$ cat src/rtl/rt_pkg.sv
// rtl/rt_pkg.sv - shared state enum, score width and LFSR constants for the reaction timer
package rt_pkg;

  localparam int SCORE_W = 24;
  localparam int LFSR_W  = 16;

  localparam logic [LFSR_W-1:0] LFSR_SEED = 16'hACE1;
  // Galois feedback mask for x^16 + x^14 + x^13 + x^11 + 1
  localparam logic [LFSR_W-1:0] LFSR_TAPS = 16'hB400;

  typedef enum logic [2:0] {
    IDLE  = 3'd0,
    ARMED = 3'd1,
    GO    = 3'd2,
    DONE  = 3'd3,
    FOUL  = 3'd4
  } rt_state_e;

  function automatic logic [LFSR_W-1:0] lfsr_next(input logic [LFSR_W-1:0] s);
    lfsr_next = s[0] ? ((s >> 1) ^ LFSR_TAPS) : (s >> 1);
  endfunction

endpackage

$ cat src/rtl/rt_tick.sv
// rtl/rt_tick.sv - free-running divider, one-clock tick every TICK_DIV clocks
module rt_tick #(
  parameter int TICK_DIV = 50000
) (
  input  logic clk,
  input  logic rst,
  output logic tick
);

  localparam int CNT_W = (TICK_DIV > 1) ? $clog2(TICK_DIV) : 1;

  logic [CNT_W-1:0] cnt_q;

  assign tick = (cnt_q == CNT_W'(TICK_DIV - 1));

  always_ff @(posedge clk or posedge rst) begin
    if (rst) begin
      cnt_q <= '0;
    end else if (tick) begin
      cnt_q <= '0;
    end else begin
      cnt_q <= cnt_q + CNT_W'(1);
    end
  end

endmodule

$ cat src/rtl/reaction_timer.sv
// rtl/reaction_timer.sv - reaction timer FSM; RT_RANDOM_DELAY_EN adds an LFSR-randomised foreperiod
module reaction_timer
  import rt_pkg::*;
#(
  parameter int TICK_DIV  = 50000,
  parameter int DELAY_MIN = 1000,
  parameter int MAX_MS    = 9999
) (
  input  logic               clk,
  input  logic               rst,
  input  logic               b,
  output logic               led,
  output logic [SCORE_W-1:0] C,
  output logic               done,
  output logic               foul
);

  localparam int DLY_W = $clog2(DELAY_MIN + 4097);

  rt_state_e          state_q;
  logic [SCORE_W-1:0] score_q;
  logic [DLY_W-1:0]   delay_q;
  logic [DLY_W-1:0]   delay_load_d;
  logic               led_q;
  logic               done_q;
  logic               foul_q;
  logic               b_q;
  logic               tick;
  logic               press;

  rt_tick #(.TICK_DIV(TICK_DIV)) u_tick (
    .clk  (clk),
    .rst  (rst),
    .tick (tick)
  );

`ifdef RT_RANDOM_DELAY_EN
  logic [LFSR_W-1:0] lfsr_q;

  always_ff @(posedge clk or posedge rst) begin
    if (rst) begin
      lfsr_q <= LFSR_SEED;
    end else begin
      lfsr_q <= lfsr_next(lfsr_q);
    end
  end

  assign delay_load_d = DLY_W'(DELAY_MIN) + DLY_W'(lfsr_q[11:0]);
`else
  assign delay_load_d = DLY_W'(DELAY_MIN);
`endif

  assign press = b & ~b_q;

  // Press outranks a coincident tick or timeout in every state.
  always_ff @(posedge clk or posedge rst) begin
    if (rst) begin
      state_q <= IDLE;
      score_q <= '0;
      delay_q <= '0;
      led_q   <= 1'b0;
      done_q  <= 1'b0;
      foul_q  <= 1'b0;
      b_q     <= 1'b0;
    end else begin
      b_q <= b;
      case (state_q)
        IDLE: begin
          if (press) begin
            delay_q <= delay_load_d;
            state_q <= ARMED;
          end
        end
        ARMED: begin
          if (press) begin
            state_q <= FOUL;
            foul_q  <= 1'b1;
            score_q <= '0;
          end else if (tick) begin
            if (delay_q <= DLY_W'(1)) begin
              state_q <= GO;
              led_q   <= 1'b1;
              score_q <= '0;
              delay_q <= '0;
            end else begin
              delay_q <= delay_q - DLY_W'(1);
            end
          end
        end
        GO: begin
          if (press) begin
            state_q <= DONE;
            led_q   <= 1'b0;
            done_q  <= 1'b1;
            if (score_q == '0) begin
              score_q <= SCORE_W'(1);
            end
          end else if (score_q >= SCORE_W'(MAX_MS)) begin
            state_q <= FOUL;
            led_q   <= 1'b0;
            foul_q  <= 1'b1;
            score_q <= '0;
          end else if (tick) begin
            score_q <= score_q + SCORE_W'(1);
          end
        end
        DONE, FOUL: begin
          // Score stays visible until the next GO so it survives the button release.
          if (press) begin
            delay_q <= delay_load_d;
            state_q <= ARMED;
            done_q  <= 1'b0;
            foul_q  <= 1'b0;
          end
        end
        default: begin
          state_q <= IDLE;
        end
      endcase
    end
  end

  assign led  = led_q;
  assign C    = score_q;
  assign done = done_q;
  assign foul = foul_q;

endmodule
$ cat config.mk
export PLATFORM = sky130hd
export DESIGN_NAME = reaction_timer
export DESIGN_NICKNAME = d
export VERILOG_FILES = /design/src/rtl/rt_pkg.sv /design/src/rtl/rt_tick.sv /design/src/rtl/reaction_timer.sv
export SDC_FILE = /design/constraint.sdc
export NUM_CORES = 1
export LEC_CHECK = 0
export BUFFER_PORTS_ARGS = -buffer_cell sky130_fd_sc_hd__buf_2
export CORE_MARGIN = 3
export CORE_UTILIZATION = 25
export DETAILED_ROUTE_END_ITERATION = 8
export REMOVE_ABC_BUFFERS = 1
export SYNTH_ARGS = -nofsm -noshare
export SYNTH_HDL_FRONTEND = slang
export SYNTH_SLANG_ARGS = --single-unit
$ cat constraint.sdc
create_clock -name clk -period 2.5 [get_ports clk]
set_clock_uncertainty 0.15 [all_clocks]
set_input_delay 0.5 -clock clk [delete_from_list [all_inputs] [get_ports clk]]
set_output_delay 0.5 -clock clk [all_outputs]
set_load 0.01 [all_outputs]
======== Word level (Yosys, flattened, before mapping) ========
Cells that the tools add are included.
word-level totals
  register bits ........................... 60
  output and inout bits ................... 27
  word-level logic and storage cells ...... 81
operators by class
  $add $sub $neg .......................... 3
  magnitude comparators ................... 2
  eq/ne operators ......................... 19
  multiplexer cells ....................... 33
  bitwise gates (word level) .............. 2
  reduce and logical (&&, ||, !) cells .... 14
operators with widths
  cell                     number
  $mux W24                 7
  $mux W13                 4
  $pmux W24 S2             1
  $pmux W13 S2             1
  $add A24 B1 Y24 const B  1
  $ge A24 B14 Y1 const B   1
  $logic_not A24 Y1        1
  $mux W3                  6
  $add A16 B1 Y16 const B  1
  $eq A16 B16 Y1 const B   1
  $mux W16                 1
  $ne A2 B2 Y1 const B     8
  $reduce_and A5 Y1        3
  $le A13 B1 Y1 const B    1
  $sub A13 B1 Y13 const B  1
  $ne A3 B3 Y1 const B     4
  $mux W1                  9
  $pmux W3 S3              1
  $reduce_and A4 Y1        2
  $eq A3 B2 Y1 const B     2
  $reduce_bool A2 Y1       3
  $ne A4 B4 Y1 const B     1
  $pmux W1 S2              2
  $eq A3 B1 Y1 const B     1
  10 further kinds         10

======== Logic depth before layout (Yosys ltp) ========
Gate-level depths: netlist of run 1.
  word-level depth ........................ 5
  depth in mapped cells ................... 9
  depth with buffers taken out ............ 8

======== Modules after synthesis ========
From an unflattened synthesis of run 1, not the netlist that was laid out.
second synthesis, totals
  cells, all modules ...................... 356
  area, all modules ....................... 3335.7 µm²
modules (own cells, without submodules)
  module          times used  cells each  area an instance (µm²)
  reaction_timer  1           288         2578.7
  rt_tick         1           68          757.0

======== Least setup slack after synthesis of run 1 ========
No wires, ideal clock.
  path type ............................... flip-flop to flip-flop
  start point ............................. register delay_q[2]
  end point ............................... register score_q[11], in the netlist C[11]
  arrival time ............................ 2464 ps
  path slack .............................. -247 ps
  stages on the path, launching flop included .. 8
  clock period less this slack ............ 2747 ps
  cell sequence ........................... dfrtp_1 -> or4_4 -> or4_4 -> or3_4 -> a22o_4 -> buf_6 -> o21ai_0 -> o31ai_1
on the way
  longest elaborated chain between the ends .. 3
RTL lines
  item                         line                   RTL
  from (decl)                  reaction_timer.sv:22   logic [DLY_W-1:0] delay_q;
  from (signal assigned)       reaction_timer.sv:70   delay_q <= delay_load_d;
  from (signal assigned)       reaction_timer.sv:86   delay_q <= delay_q - DLY_W'(1);
  from (signal assigned)       reaction_timer.sv:110  delay_q <= delay_load_d;
  $le A13 B1 Y1                reaction_timer.sv:80   if (delay_q <= DLY_W'(1)) begin
  $ne A3 B3 Y1 (no line)       --
  $reduce_and A5 Y1 (no line)  --
  to (signal assigned)         reaction_timer.sv:104  score_q <= score_q + SCORE_W'(1);
  to (decl)                    reaction_timer.sv:21   logic [SCORE_W-1:0] score_q;
No other way between the ends.
A chain may end at the register's enable or synchronous reset.

======== Worst setup path after layout of run 1 ========
  start point ............................. register delay_q[9]
  end point ............................... register score_q[16], in the netlist C[16]
The elaborated chain is that of the path after synthesis.

==> results of run 1 <==
[synthesized netlist by cell type (6+ instances only)]
library cell / count / share of area, %
inv_1: 11 / 1.3
nand2_1: 24 / 2.8
o31ai_1: 6 / 1.4
o21ai_0: 35 / 5.4
and3_1: 8 / 1.5
nand4_1: 11 / 2.1
nor3_1: 11 / 1.7
xor2_1: 7 / 1.9
a21oi_1: 22 / 3.4
nand3_1: 15 / 2.3
a31oi_1: 8 / 1.5
dfrtp_1: 60 / 46
nor2_1: 49 / 5.6
clkbuf_1: 12 / 1.4
nand2b_1: 8 / 1.5
[metal layers]
metal  global-route usage, %  vias to the layer above  wire (um)
met5                       0                        -          0
met4                   3.399                        0         96
met3                   2.666                       12        320
met2                   19.78                       70       4180
met1                   16.53                     1442       4024
li1                        -                     1504          -
[sequential cells by signal (all words and copies together), names as in the netlist]
register / cells
delay_q: 13
done: 1
foul: 1
C: 24
u_tick.cnt_q: 16
b_q: 1
led: 1
state_q: 3
[repair_timing]
action                                 CTS  global route
hold buffers                             0             0
pin swaps                               15             5
endpoints found under the hold margin    0             0
gates resized for setup                 30            13
setup buffers                            0             3
setup endpoints to repair               29            32
[through the flow]
| stage | worst slack (ps) | TNS [ps] | hold slack, ps | cell area, um^2 | power (mW) |
|---|---|---|---|---|---|
| finish | -194.7 | -4446 | 128.0 | 4379 | 3.274 |
| global route | -275.3 | -6013 | 161.4 | 4379 | 3.434 |
| CTS | -169.1 | -3679 | 149.6 | 4322 | 3.260 |
| detailed placement | -311.2 | -5814 | 331.6 | 3969 | 1.884 |
| global placement | -287.9 | -5325 | 311.8 | 3969 | 1.868 |
| floorplan | -406.5 | -5644 | 294.8 | 3201 | 1.509 |
[final timing paths]
path / start / to / slack (ps) / cells after the start
max in group asynchronous: rst / done$_DFFE_PP0P_ / 1460 / 3
setup / recovery: delay_q[9]$_DFFE_PP0P_ / C[16]$_DFFE_PP0P_ / -190 / 7
hold / removal: rst / u_tick.cnt_q[12]$_DFF_PP0_ / 130 / 2
setup reg to reg: delay_q[9]$_DFFE_PP0P_ / C[16]$_DFFE_PP0P_ / -190 / 7
hold reg to reg: delay_q[12]$_DFFE_PP0P_ / delay_q[12]$_DFFE_PP0P_ / 330 / 1
min in group clk: b / b_q$_DFF_PP0_ / 160 / 1
[final cells by class]
class	count	area share (%)
Multi-Input combinational cell	279	39.26
Sequential cell	60	34.29
Timing Repair Buffer	83	13.40
Clock buffer	9	5.143
Tap cell	172	4.914
Clock inverter	6	2.057
Inverter	11	0.9429
[where the power goes]
| group | leakage [nW] | internal (mW) | switching [mW] |
|---|---|---|---|
| Clock | 0.151 | 0.867 | 0.442 |
| Combinational | 1.04 | 0.388 | 0.488 |
| Sequential | 0.779 | 1.02 | 0.0673 |
[logic make-up (layout without fill, tap and decap cells)]
group                    after synthesis  count (layout)  synth area share [%]
AO/OA/AOI/OAI                        100             100                 19.09
XOR/XNOR                              12              12                 3.220
adder cells (fa/ha/maj)                5               5                 1.916
buffers and inverters                 25             109                 3.220
flip-flops                            60              60                 45.99
multiplexers                           1               1                0.3066
AND/OR/NAND/NOR                      161             161                 26.26
==> reports/metrics.cfg, run 1 <==
[clock_tree]
cts_root_buf=clkbuf_16
cts_tree=done
cts.htree.levels=3
cts_made_buffers=9
cts_num_sinks=60
clock_path_buffers=2
clkLatencyLatePin_ps=330
clk_pin_slew_worst_paths_ps=50

[routing]
drc=0
routed_wl_mm=8.621
viasPerCell=4.884
initialDrtViolationCount=138
vias=3028
drtPass1Iterations=4
wl_per_cell_um=13.90
ant_nets=0

[logic_synthesis]
synth_seq_cells=60
synthCells=364
synth_edf_count=0
syn_area_um2=3264
syn-mean-instance-area_um2=8.968
yosys_warnings=0
yosysSeqAreaShare_pct=45.99
ys_async_sr_fraction_pct=100.0
ys_types=51
synthFlopType=dfrtp_1

[die]
start_util_pct=25.76
dieWidth_um=120.3
die-height_um=120.3
io_pins=30
die_area_um2=14460
row_count=41
core_um2=12670

[setup_path]
cp.arrival_ps=2760
crit_type=reg -> reg
crit_slowest_cell=or4_4
cp-start-kind=register
critPathTopFamily=simple AND/OR/NAND/NOR gates
cpMostUsedCell=or4_4
crit_path_cell_trace=or4_4 > or4_4 > or3_4 > a22o_4 > nor2_2 > buf_4 > nor2_1
critPathMaxStageDelay_ps=550
cp.buffers_inverters=1
required_ps=2570
end_kind=register
worstPathMaxFanout=7

[finish]
synthToLayoutAreaGrowth_pct=34.15
fin_cells=620
fill_cells=1300
final_cell_mix=60 x dfrtp_1, 49 x nor2_1, 49 x buf_4, 29 x buf_2, 24 x nand2_1
utilization_pct=34.56
seqCellArea_um2=1501
post_route_cells_drive_above_1_share_pct=27.46
multi_input_area_um2=1719
antenna_cells=0
nets=452
layout_commonest_cell=dfrtp_1

[global_routing]
grt_antenna_before_repair=0
grt_pass1_wl_mm=14.57
grt_pass1_vias=2869
grt_max_degree=32
grt_usage_pct=12.21
overflow=0

[pwr]
p_leak_nw=1.967
max-vdd-ir-drop_v=0.0003623
power_density_nw_per_um2=747.5

[sta]
rsz0062_at_grt=true
finalMaxSlewViolations=0
max_freq_mhz=371.1
slew_headroom_pct=53.73
setup_viol=26
min_period_ps=2695
fin_crit_sh_pct=107.8
worstMarginPinSlew_ps=693.0
setup_slack_ps=-194.7
hold_viol=0

[place]
hpwl_mm=6.070
dp_cells=602
gp_congestion=0.8152
io_buffers=29

[run]
maxCapViolCount=0

[outcome]
violations=setup timing
status=finished with violations

[worst_hold_path]
hp-class=in -> async

Power figures use the tool's default switching activity.
==> run 2, diff against run 1 <==
- CTS_BUF_LIST: unset -> sky130_fd_sc_hd__clkbuf_4 sky130_fd_sc_hd__clkbuf_8
==> run 2 against run 1 <==
  * The flow still finishes with violations (setup timing)
  * Routed wire length is 1.5% lower
  * Critical path depth stayed put
  * Die area stayed put
  * Clock power is 27% lower
  * Global-route usage is 0.21 points lower
  * Via count is 0.66% lower
  * Combinational power is 2.7% lower
  * Non-clock buffer count stayed put
  * Final area is 2.7% lower
  * Worst hold slack worse by 23 ps
  * Count of clock-buffer cells in the layout stayed put
==> reports/metrics.cfg, run 2 (synthesis gave the netlist of run 1 again) <==
[place]
dp_cells=602  ; unchanged
gp_congestion=0.8152  ; unchanged
placed_cell_area_um2=3969  ; unchanged
io_buffers=29  ; unchanged
hpwl_mm=6.070  ; unchanged

[sta]
setup_viol=26  ; unchanged
hold_viol=0  ; unchanged
max_freq_mhz=373.9  ; +0.75%
rsz0062_at_grt=true
finalMaxSlewViolations=0  ; unchanged
fin_crit_sh_pct=107.0  ; -0.81 points
slew_headroom_pct=53.59  ; -0.14 points
setup_slack_ps=-174.5  ; +20.18 ps
holdWs_ps=104.6  ; -23.41 ps
min_period_ps=2675  ; -20.18 ps
worstMarginPinSlew_ps=695.1  ; +2.073 ps

[routing]
initialDrtViolationCount=145  ; +5.1%
drtPass1Iterations=4  ; unchanged
ant_nets=0  ; unchanged
routed_wl_mm=8.488  ; -1.5%
drc=0  ; unchanged
viasPerCell=4.852  ; -0.66%
vias=3008  ; -0.66%
wl_per_cell_um=13.69  ; -1.5%

[finish]
final_cell_mix=60 x dfrtp_1, 50 x buf_4, 49 x nor2_1, 29 x buf_2, 24 x nand2_1
nets=452  ; unchanged
layout_commonest_cell=dfrtp_1
fin_cells=620  ; unchanged
post_route_cells_drive_above_1_share_pct=26.79  ; -0.67 points
antenna_cells=0  ; unchanged
stdcell_area_um2=4263  ; -2.7%
largest_reg_flops=24  ; unchanged
synthToLayoutAreaGrowth_pct=30.59
fill_cells=1319  ; +1.5%
utilization_pct=33.64  ; -0.92 points

[setup_path]
cp.arrival_ps=2770  ; about the same
ff2ff_path_depth=7  ; unchanged
cp-start-kind=register
end_kind=register
crit_path_cell_trace=or4_4 > or4_4 > or3_4 > a22o_4 > nor2_2 > buf_4 > nor2_1
critPathMaxStageDelay_ps=540  ; about the same
required_ps=2590  ; +20 ps
crit_slowest_cell=or4_4
crit_type=reg -> reg
worstPathMaxFanout=7  ; unchanged
cpMostUsedCell=or4_4

[pwr]
max-vdd-ir-drop_v=0.0003494  ; -3.6%
power_density_nw_per_um2=679.9  ; -9.0%
p_leak_nw=1.918  ; -2.5%

[global_routing]
grt_antenna_before_repair=0  ; unchanged
grt_usage_pct=12.01  ; -0.21 points
overflow=0  ; unchanged
grt_max_degree=32  ; unchanged
grt_pass1_wl_mm=14.28  ; -1.9%
grt_pass1_vias=2865  ; -0.14%

[die]
dieWidth_um=120.3  ; unchanged
row_count=41  ; unchanged
io_pins=30  ; unchanged
start_util_pct=25.76  ; unchanged
die-height_um=120.3  ; unchanged
core_um2=12670  ; unchanged
die_area_um2=14460  ; unchanged

[clock_tree]
cts_tree=done
cts_hold_buf=0  ; unchanged
cts_made_buffers=9  ; unchanged
cts_root_buf=clkbuf_8
cts.htree.levels=3  ; unchanged
clk_pin_slew_worst_paths_ps=70  ; +20 ps
clkLatencyLatePin_ps=350  ; +20 ps
clock_path_buffers=2  ; unchanged
cts_num_sinks=60  ; unchanged

[run]
maxCapViolCount=0  ; unchanged

[outcome]
status=finished with violations
violations=setup timing

[worst_hold_path]
hp-class=in -> async

run 2: cell counts in the layout (fill, tap and decap cells not counted):
Identical to the previous run, type by type.
run 2: cell type report:
class	instances	area (um^2)	area share, %
Multi-Input combinational cell	279	1708	40.06
Sequential cell	60	1501	35.22
Timing Repair Buffer	83	583.1	13.68
Tap cell	172	215.2	5.048
Clock buffer	9	123.9	2.906
Clock inverter	6	90.09	2.113
Inverter	11	41.29	0.9686
run 2: worst max-delay path, delay by kind of cell (launching register included):
kind | cells | cell delay [ps]
AND/OR/NAND/NOR | 5 | 1600
flip-flops | 1 | 380
AO/OA/AOI/OAI | 1 | 280
buffers and inverters | 1 | 150
run 2: worst paths after layout:
path | from | endpoint | slack [ps]
min | rst | u_tick.cnt_q[12]$_DFF_PP0_ | 100
max in group asynchronous | rst | delay_q[3]$_DFFE_PP0P_ | 1480
max | delay_q[9]$_DFFE_PP0P_ | C[16]$_DFFE_PP0P_ | -170
max reg2reg | delay_q[9]$_DFFE_PP0P_ | C[16]$_DFFE_PP0P_ | -170
min reg2reg | delay_q[12]$_DFFE_PP0P_ | delay_q[12]$_DFFE_PP0P_ | 340
min in group clk | b | b_q$_DFF_PP0_ | 140
run 2: metal layers:
metal  up-vias  track usage (%)  part of all wire (%)
li1       1497                -                     -
met1      1442            16.21                    46
met2        62            19.11                    49
met3         7            3.087                   4.1
met4         0            3.399                  0.97
met5         -                0                     0
run 2: what timing repair did:
action,in CTS,in global routing
buffers inserted,0,3
endpoints found under the setup margin,29,32
gates resized for setup,28,11
pin swaps,15,7
hold endpoints to repair,0,0
run 2: stage by stage:
stage	setup slack (ps)	TNS [ps]	total power, mW
2_1_floorplan	-406.5	-5644	1.509
3_3_place_gp	-287.9	-5325	1.868
3_5_place_dp	-311.2	-5814	1.884
4_1_cts	-172.9	-3831	2.893
5_1_grt	-254.0	-5477	3.060
6_report	-174.5	-3930	2.898
run 2: report_power, final:
| group | total, mW | leakage [nW] | switching (mW) | internal (mW) |
|---|---|---|---|---|
| clock network | 0.960 | 0.105 | 0.404 | 0.556 |
| registers | 1.09 | 0.779 | 0.0667 | 1.02 |
| logic | 0.852 | 1.03 | 0.473 | 0.378 |
| total | 2.90 | 1.92 | 0.944 | 1.95 |
